File: config.mk
export PLATFORM = sky130hd
export DESIGN_NAME = riscv_mdu_flat
export DESIGN_NICKNAME = d
export VERILOG_FILES = /design/src/rtl/riscv_mdu_if.sv /design/src/rtl/riscv_mdu.sv /design/src/flat_wrapper.sv
export SDC_FILE = /design/constraint.sdc
export NUM_CORES = 1
export LEC_CHECK = 0
export ABC_AREA = 1
export CORE_MARGIN = 3
export CORE_UTILIZATION = 35
export DETAILED_ROUTE_END_ITERATION = 7
export PLACE_DENSITY = 0.53
export SLEW_MARGIN = 20
export SYNTH_ARGS = -nofsm -noshare
export SYNTH_HDL_FRONTEND = slang
export SYNTH_SLANG_ARGS = --single-unit
File: constraint.sdc
create_clock -name clk -period 3 [get_ports clk]
set_input_delay 0.45 -clock clk [delete_from_list [all_inputs] [get_ports clk]]
set_output_delay 0.45 -clock clk [all_outputs]
set_load 0.05 [all_outputs]
File: src/rtl/riscv_mdu_if.sv
// rtl/riscv_mdu_if.sv - request/result bundle between a requester and the RV32M multiply/divide unit
interface riscv_mdu_if;
  logic        start;
  logic [2:0]  op;
  logic [31:0] A;
  logic [31:0] B;
  logic        busy;
  logic        done;
  logic [31:0] result;

  modport master (
    output start, op, A, B,
    input  busy, done, result
  );

  modport slave (
    input  start, op, A, B,
    output busy, done, result
  );
endinterface

File: src/rtl/riscv_mdu.sv
// rtl/riscv_mdu.sv - iterative RV32M multiply/divide unit, 32 radix-2 steps plus one sign-fix edge
module riscv_mdu (
  input  logic        clk,
  input  logic        rst_n,
  riscv_mdu_if.slave  bus
);

  localparam logic [2:0] OP_MUL    = 3'b000;
  localparam logic [2:0] OP_MULH   = 3'b001;
  localparam logic [2:0] OP_MULHSU = 3'b010;
  localparam logic [2:0] OP_DIV    = 3'b100;
  localparam logic [2:0] OP_REM    = 3'b110;
  localparam logic [5:0] LAST_ITER = 6'd32;

  typedef enum logic [1:0] {IDLE, CALC, DONE} state_t;

  state_t      state;
  logic [5:0]  cnt;
  logic [2:0]  op_r;
  logic        neg_r;
  logic [31:0] b_mag;
  logic [31:0] p_hi;
  logic [31:0] p_lo;
  logic        busy_r;
  logic        done_r;
  logic [31:0] result_r;

  logic        a_signed;
  logic        b_signed;
  logic        a_neg;
  logic        b_neg;
  logic [31:0] a_abs;
  logic [31:0] b_abs;
  logic        neg_new;

  logic [32:0] mul_sum;
  logic [32:0] rem_sh;
  logic [33:0] div_diff;
  logic        div_fits;

  logic [63:0] prod;
  logic [63:0] prod_fix;
  logic [31:0] dv;
  logic [31:0] dv_fix;
  logic [31:0] fin;

  always_comb begin
    a_signed = (bus.op == OP_MULH) || (bus.op == OP_MULHSU) ||
               (bus.op == OP_DIV)  || (bus.op == OP_REM);
    b_signed = (bus.op == OP_MULH) || (bus.op == OP_DIV) || (bus.op == OP_REM);
    a_neg    = a_signed & bus.A[31];
    b_neg    = b_signed & bus.B[31];
    a_abs    = a_neg ? (~bus.A + 32'd1) : bus.A;
    b_abs    = b_neg ? (~bus.B + 32'd1) : bus.B;
    // A zero divisor leaves an all-ones quotient magnitude that must not be negated.
    if (bus.op == OP_REM)
      neg_new = a_neg;
    else if ((bus.op == OP_DIV) && (bus.B == 32'd0))
      neg_new = 1'b0;
    else
      neg_new = a_neg ^ b_neg;
  end

  always_comb begin
    mul_sum  = {1'b0, p_hi} + (p_lo[0] ? {1'b0, b_mag} : 33'd0);
    rem_sh   = {p_hi, p_lo[31]};
    div_diff = {1'b0, rem_sh} - {2'b00, b_mag};
    div_fits = ~div_diff[33];
  end

  always_comb begin
    prod     = {p_hi, p_lo};
    prod_fix = neg_r ? (~prod + 64'd1) : prod;
    dv       = op_r[1] ? p_hi : p_lo;
    dv_fix   = neg_r ? (~dv + 32'd1) : dv;
    if (op_r[2])
      fin = dv_fix;
    else if (op_r == OP_MUL)
      fin = prod_fix[31:0];
    else
      fin = prod_fix[63:32];
  end

  always_ff @(posedge clk or negedge rst_n) begin
    if (!rst_n) begin
      state    <= IDLE;
      cnt      <= 6'd0;
      op_r     <= 3'd0;
      neg_r    <= 1'b0;
      b_mag    <= 32'd0;
      p_hi     <= 32'd0;
      p_lo     <= 32'd0;
      busy_r   <= 1'b0;
      done_r   <= 1'b0;
      result_r <= 32'd0;
    end else begin
      case (state)
        IDLE: begin
          done_r <= 1'b0;
          if (bus.start) begin
            op_r   <= bus.op;
            neg_r  <= neg_new;
            b_mag  <= b_abs;
            p_hi   <= 32'd0;
            p_lo   <= a_abs;
            cnt    <= 6'd0;
            busy_r <= 1'b1;
            state  <= CALC;
          end
        end
        CALC: begin
          if (cnt != LAST_ITER) begin
            // p_hi:p_lo is the product shift register, or remainder:quotient when dividing.
            if (op_r[2]) begin
              p_hi <= div_fits ? div_diff[31:0] : rem_sh[31:0];
              p_lo <= {p_lo[30:0], div_fits};
            end else begin
              p_hi <= mul_sum[32:1];
              p_lo <= {mul_sum[0], p_lo[31:1]};
            end
            cnt <= cnt + 6'd1;
          end else begin
            result_r <= fin;
            done_r   <= 1'b1;
            state    <= DONE;
          end
        end
        DONE: begin
          done_r <= 1'b0;
          busy_r <= 1'b0;
          state  <= IDLE;
        end
        default: begin
          done_r <= 1'b0;
          busy_r <= 1'b0;
          state  <= IDLE;
        end
      endcase
    end
  end

  assign bus.busy   = busy_r;
  assign bus.done   = done_r;
  assign bus.result = result_r;

endmodule
File: src/flat_wrapper.sv
// flat-port wrapper written by rule: the top's interface ports become plain ports
module riscv_mdu_flat 
  (clk, rst_n, bus_start, bus_op, bus_A, bus_B, bus_busy, bus_done, bus_result);
  riscv_mdu_if bus_i ();
  input  logic clk;
  input  logic rst_n;
  input wire logic [$bits(bus_i.start)-1:0] bus_start;
  input wire logic [$bits(bus_i.op)-1:0] bus_op;
  input wire logic [$bits(bus_i.A)-1:0] bus_A;
  input wire logic [$bits(bus_i.B)-1:0] bus_B;
  output wire logic [$bits(bus_i.busy)-1:0] bus_busy;
  output wire logic [$bits(bus_i.done)-1:0] bus_done;
  output wire logic [$bits(bus_i.result)-1:0] bus_result;
  assign bus_i.start = bus_start;
  assign bus_i.op = bus_op;
  assign bus_i.A = bus_A;
  assign bus_i.B = bus_B;
  assign bus_busy = bus_i.busy;
  assign bus_done = bus_i.done;
  assign bus_result = bus_i.result;
  riscv_mdu u_core (.clk(clk), .rst_n(rst_n), .bus(bus_i));
endmodule
# Word-level counts from Yosys, hierarchy flattened
# Cells that the tools add are included.
# totals
register_bits	142
output_inout_bits	34
# classes
n_addsub	7
eq_ne	9
muxes	29
bitwise	10
reduce_logical	15
# ops
op	n
32-bit two-way mux	14
32-bit case mux with 2 select lines	2
32-bit by 1-bit adder with 32-bit output (second input constant)	3
32-bit inverter	3
64-bit by 1-bit adder with 64-bit output (second input constant)	1
64-bit two-way mux	1
64-bit inverter	1
33-bit by 32-bit subtractor with 34-bit output	1
32-bit by 33-bit adder with 33-bit output	1
32-bit logical NOT	1
6-bit two-way mux	2
6-bit case mux with 2 select lines	1
2-bit AND reduction	4
6-bit by 1-bit adder with 6-bit output (second input constant)	1
3-bit equality test (second input constant)	2
6-bit inequality test (second input constant)	1
1-bit logical OR	5
1-bit two-way mux	5
2-bit two-way mux	2
2-bit inequality test (second input constant)	2
2-bit case mux with 2 select lines	1
3-bit by 1-bit equality test with 1-bit output (second input constant)	1
3-bit by 2-bit equality test with 1-bit output (second input constant)	1
3-bit logical NOT	1
10 further kinds	13

# Depth between registers and ports, before layout
# logic_depth
depth_word	8
depth_mapped	20
depth_no_buf	18

# Worst setup path before layout
# No wires, ideal clock.
# synth_path
path_type	register to register
from	register u_core.p_lo[0]
to	register u_core.p_hi[29]
arrival_ps	2492
required_time_ps	2883
slack_ps	391
stages_incl_launch_ff	20
path_buffers	2
synth_period_minus_slack_ps	2609
path_cell_list	dfrtp_1 -> buf_2 -> clkbuf_1 -> nand2_1 -> inv_1 -> ha_1 -> inv_1 -> fa_1 -> o21ai_0 -> nand2_1 -> nand2_1 -> nand2_1 -> nand2_1 -> nand3_1 -> nand3_1 -> nand3_1 -> nand2_1 -> inv_1 -> nand2_1 -> nand2_1
# synth_via
elab_chain_len	5
# synth_lines
item	line	rtl
start: declaration	riscv_mdu.sv:23	logic [31:0] p_lo;
start signal: assignment	riscv_mdu.sv:105	p_lo <= a_abs;
start signal: assignment	riscv_mdu.sv:116	p_lo <= {p_lo[30:0], div_fits};
start signal: assignment	riscv_mdu.sv:119	p_lo <= {mul_sum[0], p_lo[31:1]};
32-bit two-way mux	riscv_mdu.sv:65	mul_sum = {1'b0, p_hi} + (p_lo[0] ? {1'b0, b_mag} : 33'd0);
32-bit by 33-bit adder with 33-bit output	riscv_mdu.sv:65	
32-bit two-way mux	riscv_mdu.sv:114	if (op_r[2]) begin
32-bit two-way mux	riscv_mdu.sv:112	if (cnt != LAST_ITER) begin
32-bit case mux with 2 select lines	riscv_mdu.sv:97	case (state)
end signal: assignment	riscv_mdu.sv:115	p_hi <= div_fits ? div_diff[31:0] : rem_sh[31:0];
end signal: assignment	riscv_mdu.sv:118	p_hi <= mul_sum[32:1];
end: declaration	riscv_mdu.sv:22	logic [31:0] p_hi;
# Every way passes these cells. The select of a mux whose other input is x is not followed.
# A chain may end at the register's enable or synchronous reset.

# Worst setup path after layout
# layout_path
from	register u_core.p_lo[0]
to	register u_core.result_r[2] (netlist: u_core.bus.result[2])
# layout_via
elab_chain_len	5
# layout_lines
item	line	rtl
64-bit inverter or 32-bit two-way mux (tied branches)	riscv_mdu.sv:73, riscv_mdu.sv:74	
64-bit by 1-bit adder with 64-bit output or 32-bit inverter (tied branches)	riscv_mdu.sv:73, riscv_mdu.sv:75	
64-bit two-way mux or 32-bit by 1-bit adder with 32-bit output (tied branches)	riscv_mdu.sv:73, riscv_mdu.sv:75	
32-bit two-way mux (on tied branches)	riscv_mdu.sv:78, riscv_mdu.sv:75	
32-bit two-way mux (*)	riscv_mdu.sv:76	if (op_r[2])
end signal: assignment	riscv_mdu.sv:123	result_r <= fin;
end: declaration	riscv_mdu.sv:26	logic [31:0] result_r;
# Every way passes the cells marked *; elsewhere a longest branch is shown, timed or not.

==> run metrics <==
GRT busiest layer=met2; GP Congestion=1.06; router iterations before antenna repair=6; Clock Tree Buf Depth=2; Core Util, Final=42.4%; ys async rst share=100%; Vias=21,000; Num Clock Sinks=142; fin crit share=96.8%; Mapped Nets=3,153; Period minus WS final=2900 ps; max_slew headroom=45.5%; Post-synth EDFFs=0; Clock power frac=7.6%; Pint=11.3 mW; outcome=finished clean; Fin. Hold Viols=0; Crit path largest cell delay=420 ps; VDD IR max=710 uV; synth warn=0; sw frac=61.6%; reg2reg path depth=14; Inserted Diodes=0; CP dominant cell by count=nand2_1; CTS clk-pin slew, worst paths=80 ps; Avg Synthesized Cell Area=5.61 um^2; final instance area=20,000 um^2; combinational power share=76.5%; crit-path cells=buf_4 -> inv_2 -> ha_1 -> nand3_2 -> nor2_2 -> nand2_1 -> nor2_4 -> nand3_2 -> nand2_1 -> nand3_1 -> nand3_1 -> nand3_1 -> nand2_1 -> nand2_1; CP Max Fanout=6; num ports=104; area delta synth->final=18.2%; ratio of cells with drive above 1 in the final layout=7.29%; Die W=226 um; H-Tree Level Count=4; Vias per Instance=5.56; largest net degree at the start of global routing=74; CTS tree=built; nets=3,298; total negative setup slack=0 ps; vias in the first global route=19,500; hold_sp=u_core.bus.done; reg2reg start=u_core.p_lo[0]; switching power=18.2 mW; post-synthesis sequential area ratio=21.0%; met2 usage=48.1%; Crit Path Class=flop to flop; Hold WS=479 ps; Worst-Skew Late Latency=500 ps; placed instance area=19,300 um^2; wire per inst=22.2 um; GRT Util Overall=32.8%; crit start category=flop; synth top area cells=nand2_1, dfrtp_1, nor2_1, nand3_1, inv_1; Max Cap Violations=0; hold path endpoint=u_core.bus.done; Reg area=3560 um^2; slowest CP cell=dfrtp_1; GR met3 Demand/Resource=5.90%; Post-DP HPWL=68,200 um; chip height=226 um; Post-synth top cells=nand2_1, nor2_1, inv_1, nand3_1, o21ai_0; WP data required=3370 ps; Post-Route WL=83,900 um; min-delay worst type=flop to flop; worst slew pin tran=797 ps; post-synth cell types=47; Fill cells=5,357; Cells after Synth=3,011; part of the power in registers=15.9%; Slew Viols, Final=0; multi-input logic area=11,700 um^2; DRC=0; CP arrival=3270 ps; Max Clock Freq=0.344 GHz; register-to-register setup slack=100 ps; Port Buf Inserts=103; hold path cells=2; GR Overflow Total=0; Clock Root Buffer=clkbuf_16; Pwr Density=1480 nW/um^2; Initial Util=35.9%; Iter 0 DRT Violations=2,381; CP Capture Type=flop; Leak=9.75 nW; CORE AREA=47,100 um^2; count leader, synth=nand2_1; met1 usage=48.0%; RR Endpoint=u_core.bus.result[2]; Setup Skew=19.0 ps; Mapped Area=16,900 um^2; area leader, netlist=nand2_1; cts bufs inserted=17; initial antenna violation count=3; die area=50,900 um^2; # setup viols final=0; first-pass GRT wire length=124,000 um; Yosys reg bits=142; row count=79; top-area cell type share of the netlist area=21.1%; most used flip-flop cell after synthesis=dfrtp_1; antenna viol nets, final=0
cell usage in the layout (no fill, tap or decap), types with 5 or more instances in the layout:
master and n:
inv_1 342, clkdlybuf4s50_1 102, clkbuf_16 17, o21bai_1 5
buf_4 115, a21oi_1 195, nor2_1 375, a31oi_1 28
nand4_1 45, a21o_1 9, or2_2 9, ha_2 5
o21ai_0 224, ha_1 64, a22oi_1 6, inv_2 8
xnor2_1 17, o211ai_1 17, dfrtp_2 7, and2_1 5
a21oi_2 6, xor2_1 45, nand3b_1 17, o21ai_1 25
nor2_4 5, nand3_1 269, dfrtp_1 135, nor2_2 15
nand3_2 5, nor3_1 44, nand2_1 944, inv_6 6
buf_12 8, nand2_2 6
cell families (layout without fill, tap and decap cells):
| group | Yosys count | in the layout | synth area share, % |
|---|---|---|---|
| AOI/OAI and AO/OA | 527 | 527 | 16.6 |
| adders and majority gates | 72 | 72 | 5.43 |
| xor gates and xnor gates | 62 | 62 | 3.22 |
| and+or+nand+nor | 1753 | 1753 | 43.3 |
| DFF | 142 | 142 | 21.0 |
| buffers and inverters | 455 | 613 | 10.4 |
repair_timing:
| action | 4_1_cts | 5_1_grt |
|---|---|---|
| setup buffers | 0 | 0 |
| setup endpoints to repair | 2 | 22 |
| hold buffers | 1 | 0 |
| resized for setup | 2 | 36 |
| cloned | 0 | 0 |
| hold endpoints to repair | 2 | 0 |
sequential cells by signal (all words and copies together) (netlist names):
signal / count
u_core.b_mag: 32
u_core.bus.busy: 1
u_core.bus.done: 1
u_core.bus.result: 32
u_core.cnt: 6
u_core.neg_r: 1
u_core.op_r: 3
u_core.p_hi: 32
u_core.p_lo: 32
u_core.state: 2
per-stage QoR:
| step | power [mW] | setup slack [ps] | cells |
|---|---|---|---|
| 2_1_floorplan | 17.5 | 391 | 3011 |
| 3_3_place_gp | 26.4 | -46.7 | 3743 |
| 3_5_place_dp | 26.3 | -61.1 | 3743 |
| 4_1_cts | 28.7 | 12.9 | 3776 |
| 5_1_grt | 31.7 | -14.1 | 3776 |
| 6_report | 29.5 | 96.2 | 3776 |
worst max-delay path, delay by kind of cell (launching register included):
kind | cells | cell delay [ps]
buffers and inverters | 2 | 290
AND/OR/NAND/NOR | 11 | 1860
adder cells (fa/ha/maj) | 1 | 200
flip-flops | 1 | 420
power groups by stage:
stage / Clock, mW / Combinational, mW / Sequential, mW
after floorplan: 0 / 13.2 / 4.29
after global placement: 0 / 21.8 / 4.58
after detailed placement: 0 / 21.8 / 4.57
after CTS: 2.29 / 21.9 / 4.54
after global routing: 2.35 / 24.6 / 4.69
final: 2.24 / 22.6 / 4.69
worst max path at each step:
| stage | start | end | slack, ps | cells after the start |
|---|---|---|---|---|
| 4_1_cts | u_core.p_lo[0] | u_core.p_hi[30] | 10 | 17 |
| 5_1_grt | u_core.p_lo[0] | u_core.p_hi[26] | -10 | 18 |
| 2_1_floorplan | u_core.p_lo[0] | u_core.p_hi[29] | 390 | 19 |
| 3_5_place_dp | u_core.p_hi[9] | u_core.p_hi[31] | -60 | 15 |
| 6_report | u_core.p_lo[0] | u_core.bus.result[2] | 100 | 14 |
| 3_3_place_gp | u_core.p_hi[9] | u_core.p_hi[31] | -50 | 15 |
layout make-up:
class                           count  share of cell area (%)
Tap cell                          607                    3.80
Inverter                          354                    6.66
Multi-Input combinational cell   2414                    58.5
Clock buffer                       17                    2.13
Clock inverter                     15                   0.758
Timing Repair Buffer              227                    10.3
Sequential cell                   142                    17.8
per-layer routing:
metal / vias up / share of wire [%]
met2: 1000 / 41
met4: 6 / 3.7
met5: - / 0.043
met1: 9763 / 46
met3: 170 / 9.6
li1: 10100 / -
Power figures use the tool's default switching activity.
